**config.mk**
```make
export PLATFORM = sky130hd
export DESIGN_NAME = ltl_monitor_hub_flat
export DESIGN_NICKNAME = d
export VERILOG_FILES = /design/src/rtl/ltl_monitor_hub_if.sv /design/src/rtl/ltl_monitor_hub.sv /design/src/flat_wrapper.sv
export SDC_FILE = /design/constraint.sdc
export NUM_CORES = 1
export LEC_CHECK = 0
export CAP_MARGIN = 5
export CELL_PAD_IN_SITES_DETAIL_PLACEMENT = 1
export CELL_PAD_IN_SITES_GLOBAL_PLACEMENT = 1
export CORE_MARGIN = 8
export CORE_UTILIZATION = 30
export CTS_CLUSTER_SIZE = 28
export DETAILED_ROUTE_END_ITERATION = 10
export PLACE_DENSITY = 0.59
export SYNTH_ARGS = -nofsm -noshare
export SYNTH_HDL_FRONTEND = slang
export SYNTH_SLANG_ARGS = --single-unit
```
**constraint.sdc**
```tcl
create_clock -name clk -period 2.5 [get_ports clk]
set_input_delay 0.5 -clock clk [delete_from_list [all_inputs] [get_ports clk]]
set_output_delay 0.5 -clock clk [all_outputs]
set_load 0.1 [all_outputs]
```
**src/rtl/ltl_monitor_hub_if.sv**
```systemverilog
// rtl/ltl_monitor_hub_if.sv - violation event port between the monitor hub and its consumer
interface ltl_monitor_hub_if #(
   parameter int PID_W = 2,
   parameter int SYM_W = 8,
   parameter int TS_W  = 32
) ();
   logic             evt_valid;
   logic             evt_ready;
   logic [PID_W-1:0] evt_prop_id;
   logic [SYM_W-1:0] evt_symbol;
   logic [TS_W-1:0]  evt_timestamp;
   logic             evt_overflow;

   modport master (
      output evt_valid,
      output evt_prop_id,
      output evt_symbol,
      output evt_timestamp,
      output evt_overflow,
      input  evt_ready
   );

   modport slave (
      input  evt_valid,
      input  evt_prop_id,
      input  evt_symbol,
      input  evt_timestamp,
      input  evt_overflow,
      output evt_ready
   );
endinterface

```
**src/rtl/ltl_monitor_hub.sv**
```systemverilog
// rtl/ltl_monitor_hub.sv - reduces LTL automaton report states into hits, sticky flags,
// saturating counters and a single-entry violation event register
module ltl_monitor_hub #(
   parameter int  NUM_PROPS  = 4,
   parameter int  NUM_REPORT = 4,
   parameter int  SYM_W      = 8,
   parameter int  CNT_W      = 16,
   parameter int  TS_W       = 32,
   localparam int PID_W      = (NUM_PROPS > 1) ? $clog2(NUM_PROPS) : 1
) (
   input  logic                           clk,
   input  logic                           reset,
   input  logic                           run,
   input  logic                           clear,
   input  logic [SYM_W-1:0]               symbols,
   input  logic [NUM_PROPS*NUM_REPORT-1:0] report_in,
   input  logic [NUM_PROPS-1:0]           prop_enable,
   output logic [NUM_PROPS-1:0]           ltl_hit,
   output logic [NUM_PROPS-1:0]           ltl_flag,
   output logic                           any_flag,
   input  logic [PID_W-1:0]               cnt_sel,
   output logic [CNT_W-1:0]               viol_count,
   ltl_monitor_hub_if.master              evt
);

   logic [NUM_PROPS-1:0] raw;
   logic                 any_raw;
   logic                 multi_raw;
   logic [PID_W-1:0]     low_pid;
   logic                 handshake;
   logic                 evt_free;

   logic [NUM_PROPS-1:0] hit_q, hit_d;
   logic [NUM_PROPS-1:0] flag_q, flag_d;
   logic [CNT_W-1:0]     cnt_q [NUM_PROPS];
   logic [CNT_W-1:0]     cnt_d [NUM_PROPS];
   logic [TS_W-1:0]      ts_q, ts_d;

   logic                 evt_valid_q, evt_valid_d;
   logic [PID_W-1:0]     evt_pid_q, evt_pid_d;
   logic [SYM_W-1:0]     evt_sym_q, evt_sym_d;
   logic [TS_W-1:0]      evt_ts_q, evt_ts_d;
   logic                 evt_ovf_q, evt_ovf_d;

   always_comb begin
      raw = '0;
      for (int p = 0; p < NUM_PROPS; p++) begin
         raw[p] = run & prop_enable[p] & (|report_in[p*NUM_REPORT +: NUM_REPORT]);
      end
   end

   // Descending scan so the lowest set index wins.
   always_comb begin
      low_pid = '0;
      for (int p = NUM_PROPS - 1; p >= 0; p--) begin
         if (raw[p]) begin
            low_pid = PID_W'(p);
         end
      end
   end

   assign any_raw   = |raw;
   assign multi_raw = |(raw & (raw - NUM_PROPS'(1)));
   assign handshake = evt_valid_q & evt.evt_ready;
   assign evt_free  = ~evt_valid_q | handshake;

   always_comb begin
      hit_d  = raw;
      flag_d = flag_q | raw;
      cnt_d  = cnt_q;
      ts_d   = ts_q;
      for (int p = 0; p < NUM_PROPS; p++) begin
         if (raw[p] && (cnt_q[p] != {CNT_W{1'b1}})) begin
            cnt_d[p] = cnt_q[p] + CNT_W'(1);
         end
      end
      if (run) begin
         ts_d = ts_q + TS_W'(1);
      end
      if (clear) begin
         hit_d  = '0;
         flag_d = '0;
         ts_d   = '0;
         for (int p = 0; p < NUM_PROPS; p++) begin
            cnt_d[p] = '0;
         end
      end
   end

   // A hit that cannot be captured only marks the pending event as overflowed.
   always_comb begin
      evt_valid_d = evt_valid_q;
      evt_pid_d   = evt_pid_q;
      evt_sym_d   = evt_sym_q;
      evt_ts_d    = evt_ts_q;
      evt_ovf_d   = evt_ovf_q;
      if (clear) begin
         evt_valid_d = 1'b0;
         evt_pid_d   = '0;
         evt_sym_d   = '0;
         evt_ts_d    = '0;
         evt_ovf_d   = 1'b0;
      end else if (evt_free && any_raw) begin
         evt_valid_d = 1'b1;
         evt_pid_d   = low_pid;
         evt_sym_d   = symbols;
         evt_ts_d    = ts_q;
         evt_ovf_d   = multi_raw;
      end else if (handshake) begin
         evt_valid_d = 1'b0;
         evt_ovf_d   = 1'b0;
      end else if (any_raw) begin
         evt_ovf_d   = 1'b1;
      end
   end

   always_ff @(posedge clk or negedge reset) begin
      if (!reset) begin
         hit_q       <= '0;
         flag_q      <= '0;
         ts_q        <= '0;
         evt_valid_q <= 1'b0;
         evt_pid_q   <= '0;
         evt_sym_q   <= '0;
         evt_ts_q    <= '0;
         evt_ovf_q   <= 1'b0;
         for (int p = 0; p < NUM_PROPS; p++) begin
            cnt_q[p] <= '0;
         end
      end else begin
         hit_q       <= hit_d;
         flag_q      <= flag_d;
         ts_q        <= ts_d;
         evt_valid_q <= evt_valid_d;
         evt_pid_q   <= evt_pid_d;
         evt_sym_q   <= evt_sym_d;
         evt_ts_q    <= evt_ts_d;
         evt_ovf_q   <= evt_ovf_d;
         for (int p = 0; p < NUM_PROPS; p++) begin
            cnt_q[p] <= cnt_d[p];
         end
      end
   end

   // Out-of-range selects read as zero when NUM_PROPS is not a power of two.
   always_comb begin
      viol_count = '0;
      for (int p = 0; p < NUM_PROPS; p++) begin
         if (cnt_sel == PID_W'(p)) begin
            viol_count = cnt_q[p];
         end
      end
   end

   assign ltl_hit           = hit_q;
   assign ltl_flag          = flag_q;
   assign any_flag          = |flag_q;
   assign evt.evt_valid     = evt_valid_q;
   assign evt.evt_prop_id   = evt_pid_q;
   assign evt.evt_symbol    = evt_sym_q;
   assign evt.evt_timestamp = evt_ts_q;
   assign evt.evt_overflow  = evt_ovf_q;

endmodule

```
**src/flat_wrapper.sv**
```systemverilog
// flat-port wrapper written by rule: the top's interface ports become plain ports
module ltl_monitor_hub_flat 
#(
   parameter int  NUM_PROPS  = 4,
   parameter int  NUM_REPORT = 4,
   parameter int  SYM_W      = 8,
   parameter int  CNT_W      = 16,
   parameter int  TS_W       = 32,
   localparam int PID_W      = (NUM_PROPS > 1) ? $clog2(NUM_PROPS) : 1
)
  (clk, reset, run, clear, symbols, report_in, prop_enable, ltl_hit, ltl_flag, any_flag, cnt_sel, viol_count, evt_evt_valid, evt_evt_prop_id, evt_evt_symbol, evt_evt_timestamp, evt_evt_overflow, evt_evt_ready);
  ltl_monitor_hub_if #(.SYM_W(SYM_W), .TS_W(TS_W)) evt_i ();
  input  logic clk;
  input  logic reset;
  input  logic run;
  input  logic clear;
  input  logic [SYM_W-1:0] symbols;
  input  logic [NUM_PROPS*NUM_REPORT-1:0] report_in;
  input  logic [NUM_PROPS-1:0] prop_enable;
  output logic [NUM_PROPS-1:0] ltl_hit;
  output logic [NUM_PROPS-1:0] ltl_flag;
  output logic any_flag;
  input  logic [PID_W-1:0] cnt_sel;
  output logic [CNT_W-1:0] viol_count;
  output wire logic [$bits(evt_i.evt_valid)-1:0] evt_evt_valid;
  output wire logic [$bits(evt_i.evt_prop_id)-1:0] evt_evt_prop_id;
  output wire logic [$bits(evt_i.evt_symbol)-1:0] evt_evt_symbol;
  output wire logic [$bits(evt_i.evt_timestamp)-1:0] evt_evt_timestamp;
  output wire logic [$bits(evt_i.evt_overflow)-1:0] evt_evt_overflow;
  input wire logic [$bits(evt_i.evt_ready)-1:0] evt_evt_ready;
  assign evt_evt_valid = evt_i.evt_valid;
  assign evt_evt_prop_id = evt_i.evt_prop_id;
  assign evt_evt_symbol = evt_i.evt_symbol;
  assign evt_evt_timestamp = evt_i.evt_timestamp;
  assign evt_evt_overflow = evt_i.evt_overflow;
  assign evt_i.evt_ready = evt_evt_ready;
  ltl_monitor_hub #(.NUM_PROPS(NUM_PROPS), .NUM_REPORT(NUM_REPORT), .SYM_W(SYM_W), .CNT_W(CNT_W), .TS_W(TS_W)) u_core (.clk(clk), .reset(reset), .run(run), .clear(clear), .symbols(symbols), .report_in(report_in), .prop_enable(prop_enable), .ltl_hit(ltl_hit), .ltl_flag(ltl_flag), .any_flag(any_flag), .cnt_sel(cnt_sel), .viol_count(viol_count), .evt(evt_i));
endmodule
```
==> out/results.txt, run 1 <==
For the power share of the clock group, the log shows 44.9%. For this run, the leading register cell type out of synthesis is dfrtp_1. In this run, CTS created clock tree buffers numbering 17. CTS root buffer: clkbuf_16. Data on the critical path arrives at its endpoint at 1830 ps. The internal portion of the total power is 4.03 mW. The tool flagged a number of max-cap violations equal to 0. CTS sink count: 148.

For this run, the number of Yosys warnings is 0. The floorplan step set the die width to 173 um. For this run, the register share of the synthesized area comes to 49.9%. The tools report the via count of the first global-routing pass as 6642. The sequential cell area came out at 3700 um2. The worst pin sits at a relative slew slack of 41.5%. For the clock insertion delay at the later pin of the skew report, the log shows 430 ps. The tools report the element type at the critical path start as a primary input. The summed negative setup slack over all endpoints came out at 0 ps.

Yosys instantiated no cell more often than dfrtp_1. In this run the static leakage power is 4.07 nW. The tools report the startpoint of the lowest-slack register-to-register path as u_core.cnt_q[16]. The endpoint identified for the worst register-to-register timing path is u_core.cnt_q[27]. From bottom edge to top edge, the die measures 173 um. Start point of the critical path: cnt_sel[1].

Entering global routing, the biggest net connects 85 pins. The final critical-path required period was 2330 ps; the register bit count reported by yosys was 148. Placed wire-length estimate: 16800 um. The run gives 0 as the number of antenna violations at the first check in global routing. For the worst setup path, the data required time is 2000 ps. The tools report the combinational cell fraction of total power as 11.8%.

TritonCTS built the clock tree. The final number of max-transition violations was 0. Counting every instance in the synthesized netlist gives 772. The fraction of final layout cells with drive strength greater than 1 was 19.0%; the post-CTS repair timing setup buffer count was 0. For this design the top-level I/O count stands at 104. Wires add up to 23000 um. In this run the standard cell core region covers 24300 um2.

The tools report the antenna diode count as 0. Counting instances in the post-synthesis netlist gives the leading cell types as dfrtp_1 (148), nand2_1 (117), nor2_1 (101), a21oi_1 (56), xor2_1 (45). The total number of vias was 6253. The flow ran to the end, and the final reports show no timing, DRC or antenna violations. Once the floorplan was initialized, standard cells occupied 30.5% of the core. The run gives 3540 um2 as the multi-input logic area.

The die covers 30000 um2. Setup repair after global routing left no endpoint under its margin. In this run the remaining antenna-violating nets after routing total 0. After detailed routing, the average wire length per cell comes to 18.5 um. The synthesized design contains 0 enable-type register cells. The share of synthesized flip-flops with an asynchronous set or reset is 100%, and the final critical-path share of the clock period is 93.2%. The layout overhead on the synthesized area is 31.1%.

After synthesis, the cell types taking the most area are dfrtp_1 (50%), nand2_1 (5.9%), xor2_1 (5.3%). Setup violations remaining at the end of the flow were counted as 0. The H-tree generated during clock tree synthesis spans 4 levels. The all-layer global routing usage was 15.6%; the final-stage net count was 941. The count of distinct cell types in the synthesized netlist came out at 47. Summed over all nets, the switching power comes to 1.67 mW. The number of search-and-repair iterations in the first detailed-routing pass was 4; the areal power density over the cells was 585 nW/um2. Per report_power, the sequential group accounts for 43.4% of the total. Across all register-to-register paths, the minimum setup slack is 250 ps. The tools report the type of element capturing the critical path as an output port.

Total count of hold-check failures in the final report: 0. The total overflow left after global routing is 0. When the netlist entered floorplanning its net count stood at 812.

The critical path class was in -> out. The tools report the filler cell count in the final layout as 2741. Routability-driven placement finished with a final weighted congestion of 0.808.

In this run switching power makes up 29.3% of total power. The number of cells on the worst reg-to-reg path is 7, and the maximum clock frequency is 429 MHz. For the site row count, the log shows 57. After detailed routing, the number of vias per cell comes to 5.05. The tightest min-delay check is of the in -> async type. The average instance in the mapped netlist occupies 9.61 um2. On the final layout, the worst clock skew is 13.0 ps. The biggest fanout along the worst timing path was 3; the share of the synthesized area in the top cell type was 49.9%. At the end of the flow the core is filled with cells to 40.0%.

dfrtp_1 takes more of the synthesized area than any other cell. The tools report the number of DRC violations after detailed routing as 0. Across the VDD grid, the largest voltage drop is 0.364 mV. The area of the mapped netlist is 7420 um2, and the clock input transition at the sequential cells of the worst setup and hold paths is 70 ps. The total of hold buffers inserted after clock tree synthesis is 0. In this run the tool buffered the top-level ports with 103 buffer cells.

Counting along the longest clock path gives a buffer depth of 2. The pin slew with the least headroom to its limit was 871 ps. After the first detailed-routing iteration, the DRC count stood at 360. The run gives 37500 um as the global-route wire length before repair.
==> layout make-up <==
| cell class | count | share of cell area [%] |
|---|---|---|
| Sequential cell | 148 | 38.1 |
| Inverter | 10 | 0.386 |
| Timing Repair Buffer | 147 | 15.1 |
| Clock inverter | 15 | 1.49 |
| Multi-Input combinational cell | 577 | 36.4 |
| Tap cell | 324 | 4.17 |
| Clock buffer | 17 | 4.37 |
==> worst max-delay path, cell delays in order <==
cell and delay (ps):
clkdlybuf4s50_1 550, mux4_2 580, buf_12 190
==> kinds of logic after synthesis <==
family	synth area share, %
AO/OA/AOI/OAI	7.00
XOR/XNOR	9.56
adder cells (fa/ha/maj)	0.843
buffers and inverters	2.48
flip-flops	49.9
multiplexers	5.40
AND/OR/NAND/NOR	24.8
==> sequential cells by signal, indices dropped and copies added, names as in the netlist <==
name	cells
u_core.ltl_flag	4
u_core.cnt_q	64
u_core.evt.evt_prop_id	2
u_core.evt.evt_symbol	8
u_core.evt.evt_timestamp	32
u_core.evt.evt_overflow	1
u_core.evt.evt_valid	1
u_core.ltl_hit	4
u_core.ts_q	32
==> worst max path at each step <==
stage / to / slack, ps / cells after the start
6_report: viol_count[15] / 170 / 3
5_1_grt: u_core.cnt_q[61] / 20 / 7
3_5_place_dp: u_core.evt.evt_timestamp[21] / -170 / 7
4_1_cts: viol_count[1] / 20 / 4
3_3_place_gp: u_core.cnt_q[61] / -140 / 7
2_1_floorplan: viol_count[10] / 70 / 3
==> metal layers <==
metal / track usage (%) / share of wire (%)
met4: 4.89 / 1.5
met2: 23.2 / 44
met3: 2.98 / 3.3
met5: 0 / 0
met1: 22.4 / 51
==> timing repair <==
action	CTS	global route
gates resized for setup	0	1
hold endpoints to repair	0	0
endpoints found under the setup margin	0	1
==> layout by cell type, fill, tap and decap left out, types with 30 or more instances in the layout <==
master           netlist  final
clkdlybuf4s50_1        0     31
xnor2_1               36     36
buf_4                  0     92
nand3_1               30     30
nand2_1              117    117
nor2_1               101    101
a21oi_1               56     56
dfrtp_1              148    148
nand4_1               39     39
xor2_1                45     45
==> stage by stage <==
stage	setup WS [ps]	hold slack [ps]	power [mW]	cells	area, um2
after floorplan	74.2	204	2.90	772	7420
after global placement	-137	503	3.19	1205	9130
after CTS	17.6	40.0	5.77	1237	9700
after global routing	20.4	62.2	5.92	1238	9730
final	170	34.1	5.69	1238	9730
after detailed placement	-168	507	3.19	1205	9130
==> power groups by stage <==
stage / registers [mW] / logic [mW] / clock network (mW)
floorplan: 2.68 / 0.219 / 0
global placement: 2.51 / 0.674 / 0
detailed placement: 2.51 / 0.678 / 0
CTS: 2.47 / 0.679 / 2.62
global route: 2.47 / 0.720 / 2.73
finish: 2.47 / 0.670 / 2.55
No activity file was read; power rests on OpenSTA's default activity.
==> run 2, diff against run 1 <==
RECOVER_POWER = 50   (was default)
==> out/results.txt, run 2 (synthesis results as in run 1) <==
The run finished with clean final reports. Worst slew margin relative to its limit: 8.20%. Summing all multi-input logic gate instances after layout gives 3540 um2. The biggest fanout along the worst timing path was 3; the final setup skew was 11.0 ps.

The total die area is 30000 um2, and the number of search-and-repair iterations in the first detailed-routing pass is 4. The count of nets left with antenna violations once routing finished came out at 0. The worst path in the final design needs a cycle of 2330 ps, including I/O delays and setup. For the final routed database, the setup TNS stands at 0 ps.

The tightest hold path in the finished design has a slack of 388 ps. The mean routed wirelength per cell was 18.5 um. The largest net degree at the start of global routing is 85. The number of violations of the max-capacitance limit was 0. Deepest level of the CTS H-tree: 4. The run gives 0 as the final number of max-transition violations.

After clock tree synthesis, the setup repair step added 0 buffers. The critical path class is in -> out. Die extent in y: 173 um. Detailed placement finished with a half-perimeter wire length of 16800 um.

The worst setup path is launched from a primary input. Setup violation total in the final timing report: 0. The register with the most flip-flops is u_core.cnt_q. In the global route stage, overall resource usage came out at 15.6%.

The number of clock buffers added by TritonCTS is 17. The clock tree buffer depth is 2, and the total congestion overflow after global routing is 0. STA classifies the critical path endpoint as an output port.

The critical path goes through clkdlybuf4s50_1 > mux4_2 > buf_12. Setup repair after global routing left no endpoint under its margin. Leaving out fill and tap cells, the most frequent cells in the layout are dfrtp_1 (148), nand2_1 (117), nor2_1 (101). For the endpoint arrival time on the critical path, the log shows 1830 ps.

The final critical path takes up 93.2% of the cycle. For this run, the slowest stage of the critical path takes 580 ps. Summed over all cells, the static leakage comes to 3.96 nW. Of the cells placed in the final design, the portion with a size suffix greater than 1 is 16.3%. The worst-case IR drop observed on VDD is 0.364 mV. The global-route wire length before repair came out at 37500 um. The total count of hold-check failures in the final report was 0; the required time of the critical path was 2000 ps. The routed layout has 6229 vias.

The layout overhead on the synthesized area works out to 29.4%. TritonCTS built the clock tree. The CTS root buffer is clkbuf_16. The pin slew with the least headroom to its limit was 1380 ps; the filler cell count in the final layout was 2745. Pin placement for this block handled 104 I/O pins. For this run, the top clock speed supported by timing is 429 MHz. The tools report the non-filler instance count after layout as 1238. In this run the core area contains 57 standard-cell rows.

The run gives 6642 as the via count of the first global-routing pass. For the number of DRC violations after detailed routing, the log shows 0. Clock tree synthesis found a total of 148 sinks.

The aggregate routed wire length came out at 22900 um. The min-delay analysis places its worst path in the category in -> async. The run gives 365 as the violation count after the first detailed-routing iteration. The clock reaches the later pin of the worst-skew pair after 430 ps. For the sequential cell area, the log shows 3700 um2. The slowest cell on the critical path is mux4_2.

Leaving out fill and tap cells, the most frequent cell in the layout is dfrtp_1. Dividing total power by cell area gives a power density of 590 nW/um2. Clock-pin slew was measured on the worst setup and hold paths at 70 ps.

In this run the standard cell core region covers 24300 um2. Counting tap cells, the placed design contains a total of 1205 instances. Last weighted congestion value of the routability-driven placer: 0.808. The antenna diode count is 0. Once the floorplan was initialized, standard cells occupied 30.5% of the core. Using the TritonRoute via totals, the vias-per-cell ratio works out to 5.03. The number of antenna violations at the first check in global routing was 0; the final-stage net count was 941.

The die outline width was 173 um; the number of flip-flops in the largest register was 64. During placement, the flow inserted port buffers numbering 103.
run 2: cell types whose count changed in the layout (fill, tap and decap cells not counted), moves of 2 or more:
cell / delta
clkbuf_2: +3
buf_12: -2
buf_4: -28
clkbuf_4: +4
clkbuf_1: +24
run 2: worst paths after layout:
kind	cells after the start	slack (ps)	startpoint	end
min reg2reg	2	520	u_core.evt.evt_timestamp[25]	u_core.evt.evt_timestamp[25]
min	1	390	reset	u_core.cnt_q[26]
min in group clk	2	520	u_core.evt.evt_timestamp[25]	u_core.evt.evt_timestamp[25]
max reg2reg	7	240	u_core.cnt_q[16]	u_core.cnt_q[27]
max	3	170	cnt_sel[1]	viol_count[15]
max in group asynchronous	2	520	reset	u_core.ts_q[31]
run 2: routing by layer:
| metal | share of wire (%) | vias up | track usage (%) |
|---|---|---|---|
| met4 | 1.5 | 0 | 4.89 |
| met1 | 50 | 3121 | 22.4 |
| met2 | 44 | 121 | 23.2 |
| met3 | 4.0 | 23 | 2.98 |
| li1 | - | 2964 | - |
| met5 | 0 | - | 0 |
run 2: worst max-delay path, delay by kind of cell:
| family | cells | cell delay [ps] |
|---|---|---|
| buf+inv | 2 | 740 |
| mux | 1 | 580 |
run 2: area by class of cell:
class,instances,area share [%]
clock inverter,15,1.51
tap,324,4.22
clock buffer,17,4.43
multi-input combinational,577,36.9
sequential,148,38.6
timing repair buffer,147,14.0
inverter,10,0.391
run 2: power breakdown:
part           internal (mW)  total [mW]  switching (mW)  leakage (nW)
Sequential              2.43        2.47          0.0381          2.05
Combinational          0.182       0.655           0.473          1.62
Clock                   1.40        2.54            1.14         0.283
run 2: through the flow:
stage | worst slack, ps | instance area, um2 | utilization (%) | power (mW)
6_report | 171 | 9600 | 39.5 | 5.67
3_5_place_dp | -168 | 9130 | 37.6 | 3.19
3_3_place_gp | -137 | 9130 | 37.6 | 3.19
4_1_cts | 17.6 | 9700 | 39.9 | 5.77
2_1_floorplan | 74.2 | 7420 | - | 2.90
5_1_grt | 24.8 | 9600 | 39.5 | 5.91
run 2: what timing repair did:
item	CTS	global route
resized for setup	0	1
hold buffers	0	0
endpoints found under the hold margin	0	0
setup endpoints to repair	0	1
==> run 3, diff against run 2 <==
GPL_TIMING_DRIVEN = 0   (was default)
==> out/results.txt, run 3 (synthesis results as in run 1) <==
The maximum ir drop on the vdd rail came out at 0.350 mV. Traced cell by cell, the critical path runs through clkdlybuf4s50_1. TritonCTS built the clock tree. The cell type group with the largest total delay on the critical path is buffers and inverters. In this design, the stage delay of the slowest critical-path cell is 1150 ps. The detailed router put a total of 11800 um of wire on met1. The required time of the critical path is 2000 ps. The critical path class was reg -> out.

The clock input transition at the sequential cells of the worst setup and hold paths is 60 ps, and the worst-case register-to-register setup slack is 200 ps. Critical path capture point: evt_evt_timestamp[0]. The count of nets left with antenna violations once routing finished came out at 0.

For the setup violation total in the final timing report, the log shows 0. The floorplan step defined a die boundary enclosing 30000 um2. The total congestion overflow after global routing was 0. The tools report the amount of wire on met3 after detailed routing as 781 um. The class of the tightest hold or removal check is in -> reg. The region available for standard cell placement spans 24300 um2. For this run, design rule violations remaining after detail routing come to 0. Input and output buffers added on the ports amount to 100. The tree is rooted in a clkbuf_16.

The deepest level of the CTS H-tree was 4. Register with the most flip-flops: u_core.cnt_q. STA classifies the critical path endpoint as an output port. After detailed routing, the average wire length per cell comes to 19.4 um. For this design the ratio of total power to cell area is 637 nW/um2.

The run gives 1950 ps as the endpoint arrival time on the critical path. Setup repair after global routing left no endpoint under its margin. The leakage power summed over all cells was 3.97 nW. The number of cells in the design after placement is 1197. The number of antenna violations at the first check in global routing was 0; the clock insertion delay at the later pin of the skew report was 430 ps.

The die extent in y is 173 um, and the site row count is 57. The initial standard-cell utilization of the core is 30.5%. Counting cells, the worst reg-to-reg path comes to 7. The tools report the element type at the critical path start as a flop. The run gives 7.88% as the worst slew margin relative to its limit. The repair_antennas step left the layout with diodes totalling 0. The run gives 104 as the top-level port count. The tools report the maximum clock frequency as 408 MHz. The via count of the first global-routing pass was 6803. Final number of max-transition violations: 0.

Routed signal wires occupy layers up through met4. The total number of vias was 6305; the final setup skew was 8.60 ps. The final critical-path share of the clock period is 98.1%, and the largest net degree at the start of global routing is 98. The tools report the endpoint of the most critical register-to-register path as u_core.cnt_q[23].

The startpoint identified for the worst register-to-register timing path is u_core.cnt_q[16]. The number of search-and-repair iterations in the first detailed-routing pass was 6. The first routing iteration left 376 violations. The floorplan step set the die width to 173 um.

Relative to the synthesized area, the layout overhead comes to 29.0%. The tools report the total count of hold-check failures in the final report as 0. The run finished with clean final reports. The finished layout holds 1229 standard cells, fillers aside. Across every metal layer, demand over resource in global routing totals 16.4%.

The clock drives 148 sinks. The final-stage net count is 934, and the filler cell count in the final layout is 2744. Summed over all layers, the routed wires come to 23800 um.

In the final layout, the share of cells above drive strength 1 is 10.6%. Along the worst path, the maximum fanout reaches 2. The tools report the start point of the critical path as u_core.evt.evt_timestamp[0]. Leaving out fill and tap cells, the most frequent cells in the layout are dfrtp_1 (148), nand2_1 (117), nor2_1 (101).

After detailed routing, the met2 layer carries 11000 um of wire. The core occupancy in the finished layout was 39.4%. The number of cells on the critical path came out at 1. The placed wire-length estimate is 17500 um, and the number of violations of the max-capacitance limit is 0.

The slowest cell on the critical path is clkdlybuf4s50_1. The sequential cell area was 3700 um2. The first global-routing pass estimated 39400 um of wire. The multi-input combinational cells in the finished layout cover a total of 3610 um2. The logs give 0.809 for the last weighted congestion value of the routability-driven placer and 17 for the CTS buffer count.

At the pin with the least slew margin, the transition time is 1380 ps. The critical path buffer and inverter count is 1. After layout, the minimum clock period comes to 2450 ps. The clock tree buffer depth was 2; the number of flip-flops in the largest register was 64.

Startpoint of the worst hold path: clear. Post-detailed-route via-to-cell ratio: 5.13. Leaving out fill and tap cells, the most frequent cell in the layout is dfrtp_1.
-- run 3: cell types whose count changed in the layout (fill, tap and decap cells not counted), moves of 4 or more --
cell / delta
buf_4: -62
clkdlybuf4s50_1: +35
buf_12: -18
buf_2: +18
dlymetal6s2s_1: +8
clkdlybuf4s15_2: +6
dlygate4sd2_1: +6
bufinv_16: +5
inv_6: -5
nor4_1: -5
clkbuf_4: -4
-- run 3: routing by layer --
layer	vias up	track usage, %
li1	2958	-
met1	3224	22.7
met2	106	25.8
met3	17	3.42
met4	0	4.13
met5	-	0
-- run 3: worst min path at each step --
stage	end	depth (start not counted)
after floorplan	u_core.cnt_q[0]	0
after global placement	u_core.evt.evt_timestamp[30]	2
after detailed placement	u_core.cnt_q[22]	1
after CTS	u_core.ts_q[20]	3
after global routing	u_core.ts_q[20]	3
final	u_core.ts_q[20]	3
-- run 3: cell type report --
type | count | share of cell area (%)
Buffer | 37 | 1.65
Inverter | 10 | 0.392
Clock buffer | 18 | 4.59
Multi-Input combinational cell | 577 | 37.7
Sequential cell | 148 | 38.7
Tap cell | 324 | 4.23
Clock inverter | 12 | 2.39
Timing Repair Buffer | 103 | 10.4
-- run 3: what timing repair did --
action	4_1_cts	5_1_grt
setup endpoints to repair	82	52
pin swaps	0	1
hold endpoints to repair	15	0
hold buffers	1	0
cloned	0	0
buffers inserted	0	1
resized for setup	91	17
-- run 3: power breakdown --
| group | total (mW) | switching, mW | internal [mW] |
|---|---|---|---|
| clock | 2.99 | 1.09 | 1.90 |
| combinational | 0.648 | 0.485 | 0.163 |
| sequential | 2.46 | 0.0341 | 2.43 |
| total | 6.10 | 1.61 | 4.49 |
-- run 3: stage by stage --
stage	hold slack (ps)	instance area, um2	setup slack, ps	setup TNS, ps	power [mW]
6_report	483	9570	48.4	0	6.10
5_1_grt	514	9570	6.80	0	6.31
4_1_cts	491	9570	-80.9	-80.9	6.17
3_5_place_dp	447	8860	-1200	-87590	3.17
3_3_place_gp	510	8830	-5670	-922070	3.16
2_1_floorplan	204	7420	74.2	0	2.90
